==> src/rtl/store_buffer.sv <==
// ----------------------------------------------------------------------------
// store_buffer
//   Holds pending stores between the MEM stage and DataMemory. A store retires
//   into the buffer in one cycle. Buffered entries drain in program order, one
//   per cycle, through the shared memory port when it is free. Loads read
//   DataMemory combinationally. If buffered stores match the load address, the
//   youngest matching store supplies the load data instead.
//
// Ports
//   clk, rst         clock; synchronous active-high reset
//   mem_write        MEM-stage store request
//   mem_read         MEM-stage load request
//   addr             load/store address (low ADDR_BITS significant)
//   write_data       store data
//   read_data        load result (combinational)
//   stall            hold MEM stage; current request not accepted
//   empty            no pending stores
//   dm_write_ready   memory can accept a write this cycle
//   dm_addr          address to DataMemory
//   dm_write_enable  write strobe to DataMemory
//   dm_write_data    data to DataMemory
//   dm_read_data     DataMemory combinational read data
//
// Handshake: a store is accepted when mem_write=1 and stall=0 in the same cycle.
// A drain is accepted when dm_write_enable=1 and dm_write_ready=1. The buffer
// only asserts dm_write_enable while dm_write_ready is high.
// ----------------------------------------------------------------------------
module store_buffer #(
    parameter int DEPTH     = 4,
    parameter int ADDR_BITS = 10
) (
    input  logic        clk,
    input  logic        rst,
    input  logic        mem_write,
    input  logic        mem_read,
    input  logic [31:0] addr,
    input  logic [31:0] write_data,
    output logic [31:0] read_data,
    output logic        stall,
    output logic        empty,
    input  logic        dm_write_ready,
    output logic [31:0] dm_addr,
    output logic        dm_write_enable,
    output logic [31:0] dm_write_data,
    input  logic [31:0] dm_read_data
);
    localparam int PW = $clog2(DEPTH);
    localparam int CW = PW + 1;

    logic [ADDR_BITS-1:0] addr_q [DEPTH];
    logic [31:0]          data_q [DEPTH];
    logic [PW-1:0]        head_q, head_d;
    logic [PW-1:0]        tail_q, tail_d;
    logic [CW-1:0]        count_q, count_d;

    logic                 full;
    logic                 drain;
    logic                 push;
    logic                 load;
    logic                 fwd_hit;
    logic [31:0]          fwd_data;
    logic [PW-1:0]        idx;
    logic [ADDR_BITS-1:0] req_addr;
    logic                 unused_addr_bits;

    assign req_addr         = addr[ADDR_BITS-1:0];
    assign unused_addr_bits = ^addr[31:ADDR_BITS];

    assign empty = (count_q == '0);
    assign full  = (count_q == CW'(DEPTH));

    // A load owns the port unless the buffer is full. When the buffer is full,
    // draining takes priority so that the pipeline can make progress.
    assign drain = !empty && dm_write_ready && (full || !mem_read);
    assign stall = (mem_write && full) || (mem_read && !mem_write && full && drain);
    assign push  = mem_write && !stall;
    assign load  = mem_read && !mem_write && !stall;

    assign dm_write_enable = drain;
    assign dm_addr         = drain ? {{(32-ADDR_BITS){1'b0}}, addr_q[head_q]} : addr;
    assign dm_write_data   = drain ? data_q[head_q] : 32'h0;

    // Walk from oldest to newest so that a later match overrides an earlier one.
    // The head being drained this cycle is still included in the search.
    always_comb begin
        fwd_hit  = 1'b0;
        fwd_data = 32'h0;
        idx      = '0;
        for (int k = 0; k < DEPTH; k++) begin
            idx = head_q + PW'(k);
            if ((CW'(k) < count_q) && (addr_q[idx] == req_addr)) begin
                fwd_hit  = 1'b1;
                fwd_data = data_q[idx];
            end
        end
    end

    always_comb begin
        read_data = 32'h0;
        if (load) begin
            read_data = fwd_hit ? fwd_data : dm_read_data;
        end
    end

    always_comb begin
        head_d  = head_q;
        tail_d  = tail_q;
        count_d = count_q;
        if (drain) begin
            head_d = head_q + 1'b1;
        end
        if (push) begin
            tail_d = tail_q + 1'b1;
        end
        case ({push, drain})
            2'b10:   count_d = count_q + 1'b1;
            2'b01:   count_d = count_q - 1'b1;
            default: count_d = count_q;
        endcase
    end

    always_ff @(posedge clk) begin
        if (rst) begin
            head_q  <= '0;
            tail_q  <= '0;
            count_q <= '0;
        end else begin
            head_q  <= head_d;
            tail_q  <= tail_d;
            count_q <= count_d;
        end
    end

    // Entry payloads need no reset. Reset clears count, so stale entries are never valid.
    always_ff @(posedge clk) begin
        if (!rst && push) begin
            addr_q[tail_q] <= req_addr;
            data_q[tail_q] <= write_data;
        end
    end
endmodule
==> config.mk <==
export PLATFORM = sky130hd
export DESIGN_NAME = store_buffer
export DESIGN_NICKNAME = d
export VERILOG_FILES = /design/src/rtl/store_buffer.sv
export SDC_FILE = /design/constraint.sdc
export NUM_CORES = 1
export LEC_CHECK = 0
export BUFFER_PORTS_ARGS = -buffer_cell sky130_fd_sc_hd__buf_2
export CORE_MARGIN = 2
export CORE_UTILIZATION = 59
export CTS_BUF_LIST = sky130_fd_sc_hd__clkbuf_4 sky130_fd_sc_hd__clkbuf_8
export DETAILED_ROUTE_END_ITERATION = 8
export PLACE_DENSITY = 0.79
export SYNTH_ARGS = -nofsm -noshare
export SYNTH_HDL_FRONTEND = slang
export SYNTH_SLANG_ARGS = --single-unit
==> constraint.sdc <==
create_clock -name clk -period 3 [get_ports clk]
set_input_delay 0 -clock clk [delete_from_list [all_inputs] [get_ports clk]]
set_output_delay 0 -clock clk [all_outputs]
set_load 0.01 [all_outputs]
==> results of run 1 <==
[metal layers]
metal	track usage	up-vias
met5	0	-
met4	0.1152	0
met3	0.06265	129
met2	0.5231	681
met1	0.4340	5182
li1	-	4528
[area by class of cell]
| class | instances | area (um^2) |
|---|---|---|
| fillers | 1203 | 4597 |
| diodes | 1 | 2.502 |
| multi-input cells | 709 | 6849 |
| clock buffers | 17 | 234.0 |
| inverters | 41 | 153.9 |
| repair buffers | 364 | 2711 |
| flip-flops and latches | 177 | 5238 |
| well taps | 270 | 337.8 |
| clock inverters | 15 | 176.4 |
[report_power, final]
part / internal [mW] / switching [mW] / leakage (nW)
Combinational: 2.08 / 2.28 / 4.10
Clock: 0.768 / 0.945 / 0.200
Sequential: 2.86 / 0.134 / 1.60
[sequential cells by signal, summed over array words and instances, names as in the netlist, named ones only]
register and count:
tail_q 2, addr_q 40, head_q 2, count_q 3, data_q 128
[metrics by stage]
stage               instance area (um^2)  cells  setup WS [ns]  power, mW  hold slack (ns)
floorplan                          12240   1020         0.2973      5.826          0.09887
global placement                   14030   1494        -0.1168      6.910           0.2113
detailed placement                 14030   1494        -0.1786      6.978           0.2142
CTS                                15270   1580        -0.4629      8.834           0.1239
global route                       15700   1594        -0.6741      9.465           0.1793
finish                             15700   1594        -0.5542      9.059           0.1783
[cells in the mapped netlist (all sizes together) (16+ instances only)]
cell    count  area share
a21oi      24      0.0098
nor2       61       0.019
edfxtp    168        0.41
nor3b      22       0.013
inv        41       0.013
nor3       17      0.0078
clkbuf     36       0.011
and2       27       0.014
mux4       79        0.15
mux2i      70       0.058
nand2      75       0.024
o21ai      33       0.014
nand3      22      0.0090
mux2       44       0.040
xnor2      30       0.021
a211oi     23       0.016
o211ai     45       0.028
a22o       18       0.013
a21o       16      0.0098
buf        57       0.031
[critical path: stages, from the launching register on]
cell and delay, ns:
dfxtp_4 0.40, buf_12 0.13, buf_12 0.13, mux2i_4 0.24, xnor2_1 0.10, a2111oi_2 0.50, buf_4 0.20, o21ai_1 0.09
o32ai_4 0.32, o31ai_4 0.18, buf_12 0.24, a211oi_2 0.20, a21o_1 0.19, buf_2 0.14
[kinds of logic (layout without fill, tap and decap cells)]
group	Yosys count	count (layout)	share of synthesized area
and+or+nand+nor	262	262	0.1096
xor gates and xnor gates	41	41	0.02935
adders and majority gates	9	9	0.009204
DFF	177	177	0.4270
muxes	193	193	0.2442
AOI/OAI and AO/OA	204	204	0.1256
buffers and inverters	134	437	0.05502
other	0	1	0
[worst paths after layout]
check,startpoint,end,slack [ns]
worst max-delay path,head_q[0]$_SDFFE_PP0P_,read_data[28],-0.55
worst min-delay path,dm_write_ready,head_q[1]$_SDFFE_PP0P_,0.18
worst max register to register,count_q[0]$_SDFFE_PP0P_,count_q[2]$_SDFFE_PP0P_,0.63
worst min register to register,tail_q[1]$_SDFFE_PP0P_,tail_q[1]$_SDFFE_PP0P_,0.53
[what timing repair did]
action / CTS / global route
setup buffers: 10 / 12
hold endpoints to repair: 177 / 0
hold buffers: 44 / 0
pin swaps: 16 / 12
resized for setup: 64 / 51
setup endpoints to repair: 32 / 32
gates cloned: 1 / 2
==> results.tsv, run 1 <==
stage	metric	value	unit
global_route	grt_max_degree	60	
place	gp_congestion	0.9377	
timing	worst_slack	-0.5542	ns
yosys	async_flop_share	0	
detailed_routing	wl_met1	13.79	mm
floorplan	coreArea	20300	um^2
setup_path	cp.required	3.00	ns
detailed_routing	drc	0	
detailed_routing	drtIter0Drc	1246	
global_route	grt_pass1_wl	54.78	mm
detailed_routing	dr_wl_met2	18.16	mm
timing	max_freq	281.4	MHz
clock_network	htree_levels	4	
global_route	grtUsageTotal	0.3211	
final_layout	final_common_cell	buf_2	
detailed_routing	routed.top_layer	met4	
job	maxCapViolCount	0	
pwr	ir_drop	366.2	uV
floorplan	io_pins	200	
clock_network	cts_root_buffer	clkbuf_8	
floorplan	die_area	21910	um^2
timing	period_needed	3.554	ns
timing	relSlewSlack	0.4054	
clock_network	clockBufferDepth	2	
run_status	violations	negative setup slack	
yosys	synth_edf_count	168	
yosys	synthCells	1020	
clock_network	clock_latency	0.46	ns
setup_path	crit_arrival	3.55	ns
timing	fin_crit_sh	1.185	
clock_network	cts_buffers	17	
detailed_routing	via_per_inst	6.600	
detailed_routing	first_pass_iters	6	
worst_hold_path	holdPathStages	6	
setup_path	ff2ff_path_depth	11	
yosys	ys_seq_elements	177	
place	io_buffers	199	
timing	final_max_slew_viol_count	0	
final_layout	final_cell_mix	buf_2, edfxtp_1, buf_4	
yosys	avgSynthCellArea	12.00	um^2
yosys	synth_flop_cell	edfxtp_1	
yosys	syn-num-nets	1130	
floorplan	initial_utilization	0.6027	
detailed_routing	ant_nets	0	
timing	setup_viol	32	
yosys	yosys_warnings	0	
run_status	outcome	finished with violations	
place	dp_hpwl	22.97	mm
timing	clock_skew	0.01142	ns
detailed_routing	wl_met3	3.525	mm
yosys	synth_cell_types	72	
timing	rsz0062_at_grt	true	
global_route	antenna_found_initial	1	
timing	tightest_slew	0.8919	ns
detailed_routing	routedWlPerCell	23.08	um
setup_path	critPathCaptureType	output pin	
clock_network	cts.sinks	177	
yosys	syn-cell-area	12240	um^2
final_layout	drive_gt1_frac	0.4384	
global_route	first_global_vias	10150	
yosys	yosysSeqAreaShare	0.4270	
final_layout	fin_nets	1420	
floorplan	fp.dieH	148.0	um
setup_path	critical_path_peak_fanout	19	
floorplan	rows	52	
global_route	overflow	0	
timing	hold_viol	0	
clock_network	cts_tree	built	
detailed_routing	vias	10520	
pwr	p_leak	5.899	nW
final_layout	post-route-util	0.7735	
setup_path	start_kind	flip-flop	
pwr	power_density	576.9	nW/um^2
setup_path	critPathKind	flip-flop to output pin	
timing	tns	-16.30	ns
detailed_routing	wl	36.79	mm
worst_hold_path	hp-class	primary input to flip-flop	
floorplan	dieWidth	148.0	um
clock_network	clkTransAtPathRegs	0.10	ns
final_layout	syn_to_final_growth	28.34	%
(Power assumes the default switching activity.)
==> run 2, diff against run 1 <==
CORE_ASPECT_RATIO = 0.75   (was default)
PLACE_DENSITY = 0.86   (was 0.79)
==> run 2 against run 1 <==
Net effect: the flow still finishes with violations (negative setup slack); total power up 0.61%; combinational power about the same; critical path depth is the same; utilization down 1.4 points; worst setup slack got worse by 0.080 ns; clock skew is essentially flat; die area is essentially flat; maximum frequency decreased by 2.2%; first-iteration DRC count grew 31%; count of clock-buffer cells in the layout is 2 higher; critical endpoint is now read_data[29]; largest power group unchanged.
==> results.tsv, run 2 (synthesized netlist as in run 1, its figures left out) <==
stage	metric	value	unit
run_status	outcome	finished with violations	
run_status	violations	negative setup slack	
setup_path	crit_arrival	3.63	ns
setup_path	critical_path_peak_fanout	11	
clock_network	clock_latency	0.47	ns
global_route	first_global_vias	10070	
pwr	power_density	591.6	nW/um^2
global_route	overflow	0	
floorplan	initial_utilization	0.6036	
setup_path	critPathKind	flip-flop to output pin	
global_route	grt_max_degree	98	
final_layout	largest_reg_flops	128	
detailed_routing	drc	0	
timing	hold_viol	0	
worst_hold_path	hp-class	primary input to flip-flop	
timing	period_needed	3.634	ns
setup_path	critPathCaptureType	output pin	
place	dp_cells	1459	
detailed_routing	wl	39.57	mm
detailed_routing	routedWlPerCell	25.37	um
clock_network	clockBufferDepth	2	
clock_network	cts_root_buffer	clkbuf_8	
timing	final_max_slew_viol_count	0	
timing	worst_slack	-0.6338	ns
place	place_area	13830	um^2
detailed_routing	via_per_inst	6.939	
global_route	grtUsageTotal	0.3329	
final_layout	final_area	15400	um^2
floorplan	coreArea	20270	um^2
global_route	antenna_found_initial	2	
clock_network	cts.sinks	177	
place	dp_slack	-0.1045	ns
floorplan	die_area	21920	um^2
timing	relSlewSlack	0.2827	
pwr	ir_drop	418.6	uV
detailed_routing	drtIter0Drc	1630	
final_layout	top_regs	data_q x128, addr_q x40, count_q x3	
final_layout	fin_nets	1398	
worst_hold_path	holdPathStages	6	
floorplan	rows	45	
final_layout	n_fill_cell	1161	
job	maxCapViolCount	0	
final_layout	post-route-util	0.7600	
detailed_routing	first_pass_iters	5	
pwr	power	9.114	mW
detailed_routing	vias	10830	
setup_path	start_kind	flip-flop	
setup_path	ff2ff_path_depth	8	
timing	tightest_slew	1.076	ns
timing	setup_viol	32	
pwr	p_leak	5.777	nW
clock_network	cts_buffers	17	
clock_network	clkTransAtPathRegs	0.10	ns
final_layout	syn_to_final_growth	25.90	%
final_layout	drive_gt1_frac	0.4215	
place	gp_congestion	0.9299	
detailed_routing	ant_nets	0	
timing	fin_crit_sh	1.211	
place	dp_hpwl	24.04	mm
timing	fin_hold_ws	0.2261	ns
final_layout	final_cell_mix	buf_2, edfxtp_1, mux4_2	
clock_network	htree_levels	4	
global_route	grt_pass1_wl	55.17	mm
timing	max_freq	275.2	MHz
timing	tns	-17.17	ns
timing	rsz0062_at_grt	true	
floorplan	dieWidth	170.3	um
floorplan	io_pins	200	
final_layout	regMostFlops	data_q	
final_layout	final_common_cell	buf_2	
setup_path	cp.required	3.00	ns
place	io_buffers	199	
floorplan	fp.dieH	128.7	um
clock_network	cts_tree	built	
timing	clock_skew	0.01172	ns
final_layout	final_cells	1560	
==> run 2: timing repair <==
item | 4_1_cts | 5_1_grt
endpoints found under the hold margin | 177 | 0
gates cloned | 0 | 4
pin swaps | 3 | 26
gates resized for setup | 43 | 40
setup endpoints to repair | 32 | 32
setup buffers | 4 | 16
hold buffers | 44 | 0
==> run 2: worst paths after layout <==
kind | from | endpoint | slack [ns]
min | dm_write_ready | head_q[1]$_SDFFE_PP0P_ | 0.23
max | head_q[0]$_SDFFE_PP0P_ | read_data[29] | -0.63
min reg2reg | tail_q[1]$_SDFFE_PP0P_ | tail_q[1]$_SDFFE_PP0P_ | 0.52
max reg2reg | count_q[0]$_SDFFE_PP0P_ | data_q[1][30]$_DFFE_PP_ | 0.53
==> run 2: area by class of cell <==
class,instances,area (um^2),area share
flip-flops and latches,177,5235,0.3398
clock inverters,12,156.4,0.01015
repair buffers,342,2536,0.1646
diodes,2,5.005,0.0003249
clock buffers,19,249.0,0.01616
well taps,258,322.8,0.02096
multi-input cells,709,6746,0.4379
inverters,41,153.9,0.009990
==> run 2: metal layers <==
| layer | share of wire | vias to the layer above | global-route usage | wire length [um] |
|---|---|---|---|---|
| met5 | 0 | - | 0 | 0 |
| met4 | 0.050 | 0 | 0.1508 | 1978 |
| met3 | 0.14 | 215 | 0.09874 | 5597 |
| met2 | 0.46 | 1043 | 0.5206 | 18020 |
| met1 | 0.35 | 5079 | 0.4350 | 13970 |
| li1 | - | 4488 | - | - |
==> run 2: report_power, final <==
part,switching [mW],internal [mW]
Sequential,0.149,2.86
Combinational,2.35,2.02
Clock,0.901,0.842
Total,3.40,5.71
==> run 2: critical path, cell delays in order (launching register included) <==
cell and delay (ns):
dfxtp_4 0.45, buf_4 0.15, buf_4 0.12, mux2i_1 0.30, xnor2_1 0.29, nor3_1 0.14, a21oi_2 0.26, nor3_4 0.08
buf_12 0.14, o31ai_4 0.47, clkbuf_16 0.30, a21oi_1 0.07, a21o_1 0.21, buf_2 0.17
==> run 3, diff against run 2 <==
CORE_ASPECT_RATIO = default   (was 0.75)
CTS_CLUSTER_SIZE = 14   (was default)
==> run 3 against run 2 <==
Net effect: the flow still finishes with violations (negative setup slack); global-route usage down 0.17 points; maximum frequency down 0.27%; non-clock buffer count down 5; clock power down 8%; worst setup slack worse by 0.0099 ns; sequential share of layout area down 0.23 points; design area up 0.73%; utilization up 0.44 points; clock skew up 0.0018 ns; critical path depth unchanged; flip-flop and latch count unchanged.
==> results.tsv, run 3 (synthesized netlist as in run 1, its figures left out) <==
stage	metric	value	unit
timing	fin_crit_sh	1.215	
timing	relSlewSlack	0.3459	
place	dp_slack	-0.05180	ns
floorplan	fp.dieH	148.0	um
clock_network	htree_levels	4	
floorplan	coreArea	20300	um^2
setup_path	start_kind	flip-flop	
detailed_routing	drc	0	
final_layout	final_cell_mix	buf_2, edfxtp_1, mux4_2	
final_layout	largest_reg_flops	128	
detailed_routing	vias	10790	
setup_path	critPathKind	flip-flop to output pin	
global_route	grt_max_degree	89	
setup_path	critical_path_peak_fanout	8	
floorplan	io_pins	200	
detailed_routing	drtIter0Drc	1523	
timing	setup_viol	32	
final_layout	regMostFlops	data_q	
run_status	violations	negative setup slack	
global_route	grt_pass1_wl	56.20	mm
place	gp_congestion	0.9304	
detailed_routing	routedWlPerCell	25.08	um
place	place_area	13780	um^2
global_route	overflow	0	
pwr	p_leak	5.797	nW
run_status	outcome	finished with violations	
pwr	ir_drop	442.4	uV
global_route	grtUsageTotal	0.3312	
floorplan	die_area	21910	um^2
clock_network	cts.sinks	177	
global_route	antenna_found_initial	1	
floorplan	initial_utilization	0.6027	
timing	clock_skew	0.01351	ns
worst_hold_path	hp-class	primary input to flip-flop	
final_layout	final_common_cell	buf_2	
clock_network	clkTransAtPathRegs	0.11	ns
timing	tns	-19.22	ns
final_layout	fin_nets	1393	
detailed_routing	ant_nets	0	
final_layout	final_area	15520	um^2
clock_network	cts_buffers	17	
final_layout	top_regs	data_q x128, addr_q x40, count_q x3	
clock_network	cts_tree	built	
floorplan	rows	52	
detailed_routing	wl	39.30	mm
pwr	power_density	586.9	nW/um^2
detailed_routing	first_pass_iters	6	
place	dp_hpwl	23.17	mm
timing	final_max_slew_viol_count	0	
global_route	first_global_vias	10330	
timing	rsz0062_at_grt	true	
detailed_routing	via_per_inst	6.888	
timing	worst_slack	-0.6437	ns
setup_path	critPathCaptureType	output pin	
final_layout	syn_to_final_growth	26.82	%
timing	hold_viol	0	
timing	period_needed	3.644	ns
timing	tightest_slew	0.9811	ns
place	io_buffers	199	
clock_network	cts_root_buffer	clkbuf_8	
setup_path	crit_arrival	3.64	ns
timing	max_freq	274.4	MHz
floorplan	dieWidth	148.0	um
timing	fin_hold_ws	0.04844	ns
final_layout	drive_gt1_frac	0.4329	
setup_path	reg2reg_slack	0.48	ns
setup_path	cp.required	3.00	ns
clock_network	clock_latency	0.48	ns
clock_network	clockBufferDepth	2	
job	maxCapViolCount	0	
final_layout	n_fill_cell	1159	
## run 3: repair_timing
| action | CTS | global route |
|---|---|---|
| hold buffers | 44 | 0 |
| pin swaps | 6 | 22 |
| endpoints found under the hold margin | 177 | 0 |
| setup buffers | 5 | 13 |
| gates cloned | 2 | 5 |
| gates resized for setup | 60 | 61 |
| endpoints found under the setup margin | 32 | 32 |
## run 3: final cells by class
cell class                 count  area (um^2)  area share
clock inverter                15        140.1    0.009031
timing repair buffer         337         2474      0.1594
inverter                      41        153.9    0.009918
tap                          270        337.8     0.02177
sequential                   177         5238      0.3375
multi-input combinational    709         6938      0.4471
antenna                        1        2.502   0.0001613
clock buffer                  17        234.0     0.01508
## run 3: critical path: stages (launching register included)
cell       delay, ns
dfxtp_4         0.40
buf_4           0.15
buf_4           0.19
mux2i_1         0.32
o22a_1          0.24
and3_1          0.18
nand3_1         0.13
nor4_4          0.29
buf_4           0.19
bufbuf_16       0.27
nor3b_1         0.38
a211oi_2        0.09
a22o_1          0.21
buf_2           0.13
## run 3: stage by stage
step | power (mW) | std cells | util
final | 9.108 | 1567 | 0.7644
after global routing | 9.467 | 1567 | 0.7644
after CTS | 8.644 | 1548 | 0.7384
after detailed placement | 6.919 | 1465 | 0.6790
after global placement | 6.814 | 1465 | 0.6790
after floorplan | 5.826 | 1020 | -
## run 3: path summary, 6_finish.rpt
path,start,to,depth (start not counted)
max,head_q[0]$_SDFFE_PP0P_,read_data[17],13
min,mem_write,tail_q[0]$_SDFFE_PP0P_,4
max reg2reg,count_q[0]$_SDFFE_PP0P_,data_q[1][15]$_DFFE_PP_,7
min reg2reg,count_q[1]$_SDFFE_PP0P_,count_q[1]$_SDFFE_PP0P_,3
## run 3: power breakdown
part / internal, mW / total, mW / switching, mW
Clock: 0.610 / 1.60 / 0.993
Sequential: 2.86 / 2.98 / 0.128
Combinational: 2.09 / 4.52 / 2.43
Total: 5.56 / 9.11 / 3.55
## run 3: per-layer routing
metal  track usage  part of all wire  vias to the layer above
li1              -                 -                     4478
met1        0.4241              0.35                     5212
met2        0.5560              0.49                      892
met3       0.06080              0.10                      212
met4        0.1443             0.058                        0
met5             0                 0                        -
